===== config.mk =====
export PLATFORM = sky130hd
export DESIGN_NAME = add_acc
export DESIGN_NICKNAME = d
export VERILOG_FILES = /design/src/rtl/add_acc.sv
export SDC_FILE = /design/constraint.sdc
export NUM_CORES = 1
export LEC_CHECK = 0
export ABC_AREA = 1
export CELL_PAD_IN_SITES_DETAIL_PLACEMENT = 1
export CELL_PAD_IN_SITES_GLOBAL_PLACEMENT = 1
export CORE_ASPECT_RATIO = 0.75
export CORE_UTILIZATION = 40
export CTS_BUF_LIST = sky130_fd_sc_hd__clkbuf_4
export DETAILED_ROUTE_END_ITERATION = 8
export PLACE_DENSITY = 0.85
export SYNTH_ARGS = -nofsm -noshare
export SYNTH_HDL_FRONTEND = slang
export SYNTH_SLANG_ARGS = --single-unit

===== constraint.sdc =====
create_clock -name clk -period 3.5 [get_ports clk]
set_input_delay 0.525 -clock clk [delete_from_list [all_inputs] [get_ports clk]]
set_output_delay 0.525 -clock clk [all_outputs]
set_load 0.01 [all_outputs]

===== src/rtl/add_acc.sv =====
// Two-stage signed adder/accumulator: stage 1 registers the request, stage 2
// computes a+b or acc+a with saturate-or-wrap and a sticky overflow flag.
module add_acc #(
  parameter int dim = 14,
  parameter bit sat = 1'b1
) (
  input  logic           clk,
  input  logic           rst,
  input  logic           in_valid,
  input  logic [dim-1:0] a,
  input  logic [dim-1:0] b,
  input  logic           mode,
  input  logic           clr,
  output logic           out_valid,
  output logic [dim-1:0] sum,
  output logic           ovf,
  output logic           ovf_sticky
);

  localparam logic [dim-1:0] MaxPos = {1'b0, {(dim-1){1'b1}}};
  localparam logic [dim-1:0] MinNeg = {1'b1, {(dim-1){1'b0}}};

  logic           s1_valid_q, s1_mode_q, s1_clr_q;
  logic [dim-1:0] s1_a_q, s1_b_q;

  logic           out_valid_q, out_valid_d;
  logic [dim-1:0] sum_q, sum_d;
  logic           ovf_q, ovf_d;
  logic           sticky_q, sticky_d;
  logic [dim-1:0] acc_q, acc_d;

  logic [dim-1:0] acc_eff, opnd_b, res;
  logic [dim:0]   raw;
  logic           raw_ovf;

  // clr is captured even without in_valid so a lone clear still reaches stage 2
  always_ff @(posedge clk) begin
    if (rst) begin
      s1_valid_q <= 1'b0;
      s1_mode_q  <= 1'b0;
      s1_clr_q   <= 1'b0;
      s1_a_q     <= '0;
      s1_b_q     <= '0;
    end else begin
      s1_valid_q <= in_valid;
      s1_mode_q  <= mode;
      s1_clr_q   <= clr;
      s1_a_q     <= a;
      s1_b_q     <= b;
    end
  end

  always_comb begin
    acc_eff = s1_clr_q ? '0 : acc_q;
    opnd_b  = s1_mode_q ? acc_eff : s1_b_q;
    raw     = {s1_a_q[dim-1], s1_a_q} + {opnd_b[dim-1], opnd_b};
    raw_ovf = raw[dim] ^ raw[dim-1];
    if (sat && raw_ovf) res = raw[dim] ? MinNeg : MaxPos;
    else                res = raw[dim-1:0];
  end

  always_comb begin
    out_valid_d = 1'b0;
    sum_d       = sum_q;
    ovf_d       = ovf_q;
    acc_d       = acc_q;
    sticky_d    = sticky_q;
    if (s1_valid_q) begin
      out_valid_d = 1'b1;
      sum_d       = res;
      ovf_d       = raw_ovf;
      acc_d       = s1_mode_q ? res : acc_eff;
      sticky_d    = (sticky_q & ~s1_clr_q) | raw_ovf;
    end else if (s1_clr_q) begin
      acc_d    = '0;
      sticky_d = 1'b0;
    end
  end

  always_ff @(posedge clk) begin
    if (rst) begin
      out_valid_q <= 1'b0;
      sum_q       <= '0;
      ovf_q       <= 1'b0;
      sticky_q    <= 1'b0;
      acc_q       <= '0;
    end else begin
      out_valid_q <= out_valid_d;
      sum_q       <= sum_d;
      ovf_q       <= ovf_d;
      sticky_q    <= sticky_d;
      acc_q       <= acc_d;
    end
  end

  assign out_valid  = out_valid_q;
  assign sum        = sum_q;
  assign ovf        = ovf_q;
  assign ovf_sticky = sticky_q;

endmodule


Yosys cells after proc, flatten, opt, wreduce, memory -nomap -nowiden:

Index checks and enable logic that the tools add are counted.

* add/sub/neg operators: 1
* mux-type cells: 9
* reductions and logical operators: 1
* bitwise gates (word level): 4

Operators with widths (number)
* $mux 14: 6
* $add 14x14->15: 1
* $mux 1: 3
* $reduce_bool 2->1: 1
* $and 1x1->1: 1
* $not 1->1: 1
* $or 1x1->1: 1
* $xor 1x1->1: 1

* bits in registers: 62
* output and inout port bits: 17
* input bits: 33

Longest topological paths before layout:

Gate-level depths: netlist of run 1.

* depth in word-level cells: 7
* gate-level depth with buffers: 20
* gate-level depth less buffers: 18

Least setup slack after synthesis of run 1:

OpenSTA, ideal clock, no wires.

* path type: flip-flop to flip-flop
* start point: register s1_mode_q
* end point: register sum_q[2] (netlist: sum[2])
* arrival time: 2383 ps
* setup slack: 1008 ps
* buffers on the path: 2
* cell stages (with the launch flop): 20
* library setup time: 109 ps
* cells stage by stage: dfxtp_1 -> clkinv_1 -> clkbuf_1 -> nand2_1 -> o21ai_0 -> ha_1 -> fa_1 -> nand2_1 -> nand2_1 -> nand3_2 -> nand2_2 -> nand2_2 -> nand3_1 -> nand2_2 -> nand2_4 -> buf_12 -> nand2_2 -> nand3_1 -> nand2_1 -> inv_1

* cells in the longest elaborated chain, start to end: 4
* elaborated cells on any way between the ends: 5
* classes of those cells: add/sub: 1; mux: 3; bitwise: 1

RTL lines
* start: declaration: line 23 `logic s1_valid_q, s1_mode_q, s1_clr_q;`
* start signal: assignment: line 46 `s1_mode_q <= mode;`
* $mux 14 *: line 55 `opnd_b = s1_mode_q ? acc_eff : s1_b_q;`
* $add 14x14->15 *: line 56 `raw = {s1_a_q[dim-1], s1_a_q} + {opnd_b[dim-1], opnd_b};`
* $mux 14 or $xor 1x1->1 (tied branches): line 58, 57
* $mux 14 *: line 58 `if (sat && raw_ovf) res = raw[dim] ? MinNeg : MaxPos;`
* end signal: assignment: line 89 `sum_q <= sum_d;`
* end: declaration: line 27 `logic [dim-1:0] sum_q, sum_d;`

Every way passes the cells marked *; elsewhere a longest branch is shown, timed or not.
A chain may end at the register's enable or synchronous reset.

Final worst setup path of run 1:

* start point: register s1_mode_q
* end point: register sticky_q (netlist: ovf_sticky)

* cells in the longest elaborated chain, start to end: 5

RTL lines
* $mux 14: line 55
* $add 14x14->15: line 56
* $xor 1x1->1: line 57 `raw_ovf = raw[dim] ^ raw[dim-1];`
* $or 1x1->1: line 73 `sticky_d = (sticky_q & ~s1_clr_q) | raw_ovf;`
* $mux 1: line 68 `if (s1_valid_q) begin`
* end signal: assignment: line 91 `sticky_q <= sticky_d;`
* end: declaration: line 29 `logic sticky_q, sticky_d;`

No other way between the ends.

==> flow_metrics.py, run 1 <==
metrics = {
    "global_route": {
        "antenna_found_initial": 0,
        "overflow": 0,
        "grt_usage_pct": 21.2,
        "grt_max_degree": 61,
        "grt_pass1_wl_mm": 13.8,
        "grt_pass1_vias": 3006,
    },
    "sta": {
        "finalSetupTns_ps": 0,
        "rsz0062_at_grt": "false",
        "fin_crit_ps": 2970,
        "setup_viol": 0,
        "tightest_slew_ps": 1070,
        "finClkSkew_ps": 8.97,
        "hold_viol": 0,
        "maxSlewViolCount": 0,
        "layout_setup_ws_ps": 526,
        "slew_headroom_pct": 28.7,
        "fmax_mhz": 336,
        "finalCritPeriodShare_pct": 85.0,
        "hold_slack_ps": 502,
    },
    "critical_path": {
        "crit_arrival_ps": 3240,
        "cp-end-kind": "register",
        "cpMostUsedCell": "nand2_1",
        "cp_max_fo": 28,
        "path_class": "reg2reg",
        "crit_chain": "clkinvlp_4 > nand2_1 > o21ai_0 > ha_1 > fa_1 > nand2_1 > nand2_1 > nand3_2 > nand2_2 > nand2_2 > nand2_2 > nand2_1 > nand2_2 > nand2_4 > nand2_1 > nand2_1 > a21oi_1",
        "required_ps": 3770,
        "start_kind": "register",
        "cp_slowest_stage_delay_ps": 420,
        "path_buf_inv": 1,
        "cpMaxStageDelayCell": "fa_1",
        "cp_top_family": "simple AND/OR/NAND/NOR gates",
        "critPathLaunch": "s1_mode_q",
        "worstReg2RegStart": "s1_mode_q",
    },
    "drt": {
        "drt-initial-drc-count": 97,
        "vias": 2943,
        "viasPerCell": 4.71,
        "wire_per_inst_um": 13.3,
        "routed_wl_mm": 8.29,
        "ant_nets": 0,
        "firstDrtPassIters": 4,
        "drcViolationCount": 0,
    },
    "synthesis": {
        "synth_top_flop_cell": "dfxtp_1",
        "synthSimpleGateAreaFrac_pct": 32.1,
        "synth_top_area_share_pct": 37.9,
        "synthTopCellsByArea": "dfxtp_1 38%, nand2_1 12%, inv_1 8.4%, nor2_1 7.9%, ha_1 6.1%",
        "netlist_top_cells_count": "106 x nand2_1, 73 x inv_1, 69 x nor2_1",
        "yosys_warnings": 0,
        "postSynth.asyncResetShare_pct": 0,
        "ys_seq_area_share_pct": 37.9,
        "synth_top_family_by_area": "simple AND/OR/NAND/NOR gates",
        "synth_adder_area_share_pct": 6.73,
        "synthesis.nets": 522,
        "yosysTopAreaCell": "dfxtp_1",
        "synth_most_common_cell": "nand2_1",
        "synth_xor_area_share_pct": 2.68,
        "netlist_area_sq_um": 3270,
        "synth.distinct_cells": 29,
        "ys_seq_elements": 62,
        "synth_compound_area_share_pct": 8.07,
        "syn_area_per_cell_sq_um": 6.93,
        "synth_edf_count": 0,
        "synthMuxAreaShare_pct": 0,
        "synth_cells": 472,
    },
    "die": {
        "start_util_pct": 41.3,
        "die_area_sq_um": 8550,
        "die_w_um": 106,
        "chipHeight_um": 80.3,
        "row_count": 28,
        "boundaryPins": 50,
        "core_sq_um": 7920,
    },
    "power": {
        "ir_drop_uv": 163,
        "p_comb_share_pct": 20.8,
        "intPower_uw": 1110,
        "powerDensity_nw_per_um2": 410,
        "power_uw": 1610,
        "pwr-share-clk_pct": 32.0,
        "swShare_pct": 30.8,
        "p_leak_uw": 0.00204,
        "switchingPower_uw": 497,
        "seqPwrFrac_pct": 47.2,
    },
    "place": {
        "pre_cts_ws_ps": 348,
        "port_buffers": 49,
        "place_hpwl_mm": 6.44,
        "gp_congestion": 0.848,
    },
    "run_status": {
        "status": "completed",
    },
    "cells_and_area": {
        "post-route-util_pct": 49.7,
        "nets": 565,
        "n_antenna_cell": 0,
        "area_growth_pct": 20.1,
        "drive_gt1_share_pct": 9.81,
    },
    "cts": {
        "h-tree-depth": 3,
        "cts_tree": "built",
        "cts_hold_buf": 0,
        "root_buffer": "clkbuf_4",
        "clock_path_buffers": 2,
        "clk_latency_ps": 420,
        "cts_sinks": 62,
        "path_clk_slew_ps": 110,
        "cts_setup_buffers": 0,
        "cts_buffers": 9,
    },
    "min_path": {
        "worstHoldStart": "ovf",
        "hold_class": "reg2reg",
    },
    "job": {
        "maxCapViolCount": 0,
    },
}
==> worst min-delay path: stages, from the launching register on <==
cell and delay, ps:
dfxtp_1 330, nand2_1 60, a21oi_1 70
==> area by class of cell <==
| class | count | area, sq um |
|---|---|---|
| fillers | 1059 | 3990 |
| clock inverters | 6 | 70.1 |
| inverters | 78 | 297 |
| repair buffers | 50 | 493 |
| multi-input cells | 314 | 1620 |
| well taps | 105 | 131 |
| flip-flops and latches | 62 | 1240 |
| clock buffers | 10 | 75.1 |
==> state kept, by name, summed over array words and instances (netlist names) <==
signal and count:
acc_q 14, out_valid 1, ovf 1, ovf_sticky 1
s1_a_q 14, s1_b_q 14, s1_clr_q 1, s1_mode_q 1
s1_valid_q 1, sum 14
==> what timing repair did <==
item | CTS | global route
hold endpoints to repair | 0 | 0
resized for setup | 0 | 1
endpoints found under the setup margin | 0 | 2
==> layer usage <==
layer  global-route usage, %  routed length (um)
met3                    4.79                 436
met2                    35.9                3920
met1                    26.4                3760
met5                       0                   0
met4                    8.22                 163
==> per-stage QoR <==
step	cells	instance area [sq um]
global route	625	3930
finish	625	3930
global placement	609	3780
floorplan	472	3270
detailed placement	609	3780
CTS	625	3930
==> cell usage in the layout (no fill, tap or decap) <==
master / netlist / final
xor2_1: 8 / 8
fa_1: 1 / 1
clkbuf_4: 0 / 10
ha_1: 16 / 16
buf_2: 1 / 1
clkinv_4: 0 / 2
clkinvlp_4: 0 / 1
dfxtp_1: 62 / 62
nand2_4: 5 / 5
nand3_1: 36 / 36
nor2_1: 69 / 69
nand2_2: 16 / 16
or2_1: 1 / 1
clkinv_2: 0 / 1
a21oi_2: 2 / 2
inv_6: 0 / 2
a21oi_1: 26 / 26
nand2_1: 106 / 106
inv_1: 73 / 73
and2_1: 1 / 1
nand3_2: 2 / 2
inv_2: 4 / 4
clkdlybuf4s50_1: 0 / 48
bufinv_16: 0 / 1
o21ai_0: 17 / 17
xnor2_1: 2 / 2
o21bai_1: 2 / 2
buf_4: 2 / 1
nand4_1: 1 / 1
a21oi_4: 1 / 1
nor3_2: 2 / 2
==> power by group through the flow <==
stage	Clock, uW	Sequential [uW]	Combinational [uW]
global placement	0	776	323
detailed placement	0	777	336
global route	562	764	375
floorplan	0	779	226
finish	515	761	335
CTS	530	761	338
==> final timing paths <==
path / end / slack [ps] / cells after the start
setup reg to reg: ovf_sticky / 530 / 17
hold reg to reg: ovf / 500 / 2
setup / recovery: ovf_sticky / 530 / 17
hold / removal: ovf / 500 / 2
==> cell families (layout without fill, tap and decap cells) <==
kind of cell,count (synthesis),after routing
and+or+nand+nor,239,239
buffers and inverters,96,144
DFF,62,62
AOI/OAI and AO/OA,48,48
adders and majority gates,17,17
xor gates and xnor gates,10,10
Power figures use the tool's default switching activity.
==> inputs of run 2 (changes only) <==
--- a/config.mk
+++ b/config.mk
@@ -9,10 +9,10 @@
 export CELL_PAD_IN_SITES_DETAIL_PLACEMENT = 1
 export CELL_PAD_IN_SITES_GLOBAL_PLACEMENT = 1
 export CORE_ASPECT_RATIO = 0.75
-export CORE_UTILIZATION = 40
+export CORE_UTILIZATION = 36
 export CTS_BUF_LIST = sky130_fd_sc_hd__clkbuf_4
 export DETAILED_ROUTE_END_ITERATION = 8
-export PLACE_DENSITY = 0.85
+export PLACE_DENSITY = 0.81
 export SYNTH_ARGS = -nofsm -noshare
 export SYNTH_HDL_FRONTEND = slang
 export SYNTH_SLANG_ARGS = --single-unit
==> constraint.sdc (replaced) <==
create_clock -name clk -period 2.7 [get_ports clk]
set_input_delay 0.405 -clock clk [delete_from_list [all_inputs] [get_ports clk]]
set_output_delay 0.405 -clock clk [all_outputs]
set_load 0.01 [all_outputs]
==> flow_metrics.py, run 2 (synthesis gave the netlist of run 1 again) <==
metrics = {
    "run_status": {
        "status": "finished, violations left",
        "violations": "DRC",
    },
    "cells_and_area": {
        "final_common_cell": "nand2_1",
        "post-route-util_pct": 48.3,
        "final-seq-area_sq_um": 1240,
        "area_growth_pct": 27.5,
        "nets": 581,
        "drive_gt1_share_pct": 15.1,
        "fill_cells": 1118,
        "final_cell_mix": "102 x nand2_1, 72 x inv_1, 69 x nor2_1, 61 x dfxtp_1, 48 x clkdlybuf4s50_1",
        "n_antenna_cell": 0,
        "multi_input_area_sq_um": 1750,
    },
    "critical_path": {
        "cp_max_fo": 7,
        "cp-end-kind": "register",
        "crit_arrival_ps": 2870,
        "path_class": "reg2reg",
        "start_kind": "register",
        "required_ps": 3020,
    },
    "sta": {
        "finClkSkew_ps": 15.7,
        "setup_viol": 0,
        "tightest_slew_ps": 604,
        "layout_setup_ws_ps": 144,
        "fin_crit_ps": 2560,
        "finalCritPeriodShare_pct": 94.7,
        "hold_viol": 0,
        "slew_headroom_pct": 59.7,
        "maxSlewViolCount": 0,
        "fmax_mhz": 391,
    },
    "place": {
        "gp_congestion": 0.870,
        "pre_cts_ws_ps": -91.4,
        "place_hpwl_mm": 6.89,
        "port_buffers": 49,
    },
    "drt": {
        "routed_wl_mm": 9.62,
        "wire_per_inst_um": 14.9,
        "ant_nets": 0,
        "viasPerCell": 4.89,
        "firstDrtPassIters": 6,
        "drt-initial-drc-count": 95,
        "drcViolationCount": 2,
        "vias": 3150,
    },
    "cts": {
        "root_buffer": "clkbuf_4",
        "clk_latency_ps": 420,
        "clock_path_buffers": 2,
        "h-tree-depth": 3,
        "cts_sinks": 62,
        "cts_buffers": 9,
        "path_clk_slew_ps": 120,
        "cts_tree": "built",
    },
    "global_route": {
        "grt_pass1_wl_mm": 15.2,
        "overflow": 0,
        "antenna_found_initial": 0,
        "grt_usage_pct": 20.5,
        "grt_pass1_vias": 3230,
        "grt_max_degree": 38,
    },
    "job": {
        "maxCapViolCount": 0,
    },
    "power": {
        "ir_drop_uv": 272,
        "p_leak_uw": 0.00213,
        "powerDensity_nw_per_um2": 519,
    },
    "die": {
        "core_sq_um": 8640,
        "die_area_sq_um": 9480,
        "chipHeight_um": 84.6,
        "start_util_pct": 37.9,
        "boundaryPins": 50,
        "die_w_um": 112,
        "row_count": 29,
    },
    "min_path": {
        "hold_class": "in2reg",
    },
}
==> run 2: cell count changes in the layout (fill, tap and decap cells not counted), sizes merged <==
| cell | change |
|---|---|
| buf | +12 |
| clkbuf | -1 |
| clkinv | +1 |
| nand2 | +4 |
==> run 2: layout make-up <==
class                      count  area share, %
multi-input combinational    318           42.0
sequential                    62           29.8
timing repair buffer          62           14.6
inverter                      78           7.02
tap                          108           3.24
clock inverter                 7           1.74
clock buffer                   9           1.62
==> run 2: what timing repair did <==
action,CTS,global route
cloned,1,3
setup buffers,0,3
setup endpoints to repair,28,29
pin swaps,1,9
gates resized for setup,3,29
hold buffers,0,0
==> run 2: stage by stage <==
stage / hold WS (ps) / power [uW] / instances / cell area [sq um] / TNS [ps]
floorplan: 487 / 1300 / 472 / 3270 / 0
global placement: 470 / 1450 / 621 / 3880 / -87.1
detailed placement: 482 / 1460 / 621 / 3880 / -1100
CTS: 400 / 2130 / 638 / 4030 / -23.0
global route: 440 / 2270 / 644 / 4170 / -227
finish: 410 / 2170 / 644 / 4170 / 0
==> run 2: final timing paths <==
path,startpoint,end,slack [ps],depth (start not counted)
max,s1_mode_q,acc_q[8],140,17
min,rst,s1_b_q[10],410,2
max reg2reg,s1_mode_q,acc_q[8],140,17
min reg2reg,ovf_sticky,ovf_sticky,500,2
==> run 2: where the power goes <==
group,leakage [uW],switching [uW],internal (uW)
registers,0.000512,23.7,964
clock network,0.0000739,377,284
logic,0.00154,305,213
total,0.00213,705,1460
==> run 2: critical path, stage by stage (launching register included) <==
cell,delay [ps]
dfxtp_2,350
inv_2,80
buf_4,130
o21ai_0,100
ha_1,240
fa_1,420
nand2_1,80
nand2_1,80
nand3_2,70
nand2_2,80
nand2_2,110
nand3_1,130
nand2_4,170
nand2_8,120
nand2_4,80
nand3_1,70
nand2_1,90
inv_1,50
==> run 2: layer usage <==
layer	GRT usage [%]	wire length, um	up-vias
li1	-	-	1558
met1	25.9	4510	1485
met2	34.6	4510	85
met3	4.19	384	22
met4	8.00	212	0
met5	0	0	-
==> inputs of run 3 (changes only) <==
--- a/config.mk
+++ b/config.mk
@@ -11,6 +11,7 @@
 export CORE_ASPECT_RATIO = 0.75
 export CORE_UTILIZATION = 36
 export CTS_BUF_LIST = sky130_fd_sc_hd__clkbuf_4
+export CTS_CLUSTER_SIZE = 28
 export DETAILED_ROUTE_END_ITERATION = 8
 export PLACE_DENSITY = 0.81
 export SYNTH_ARGS = -nofsm -noshare
==> results of run 3 <==
Same layout as run 2: the final DEF is identical, and so are final timing and power.
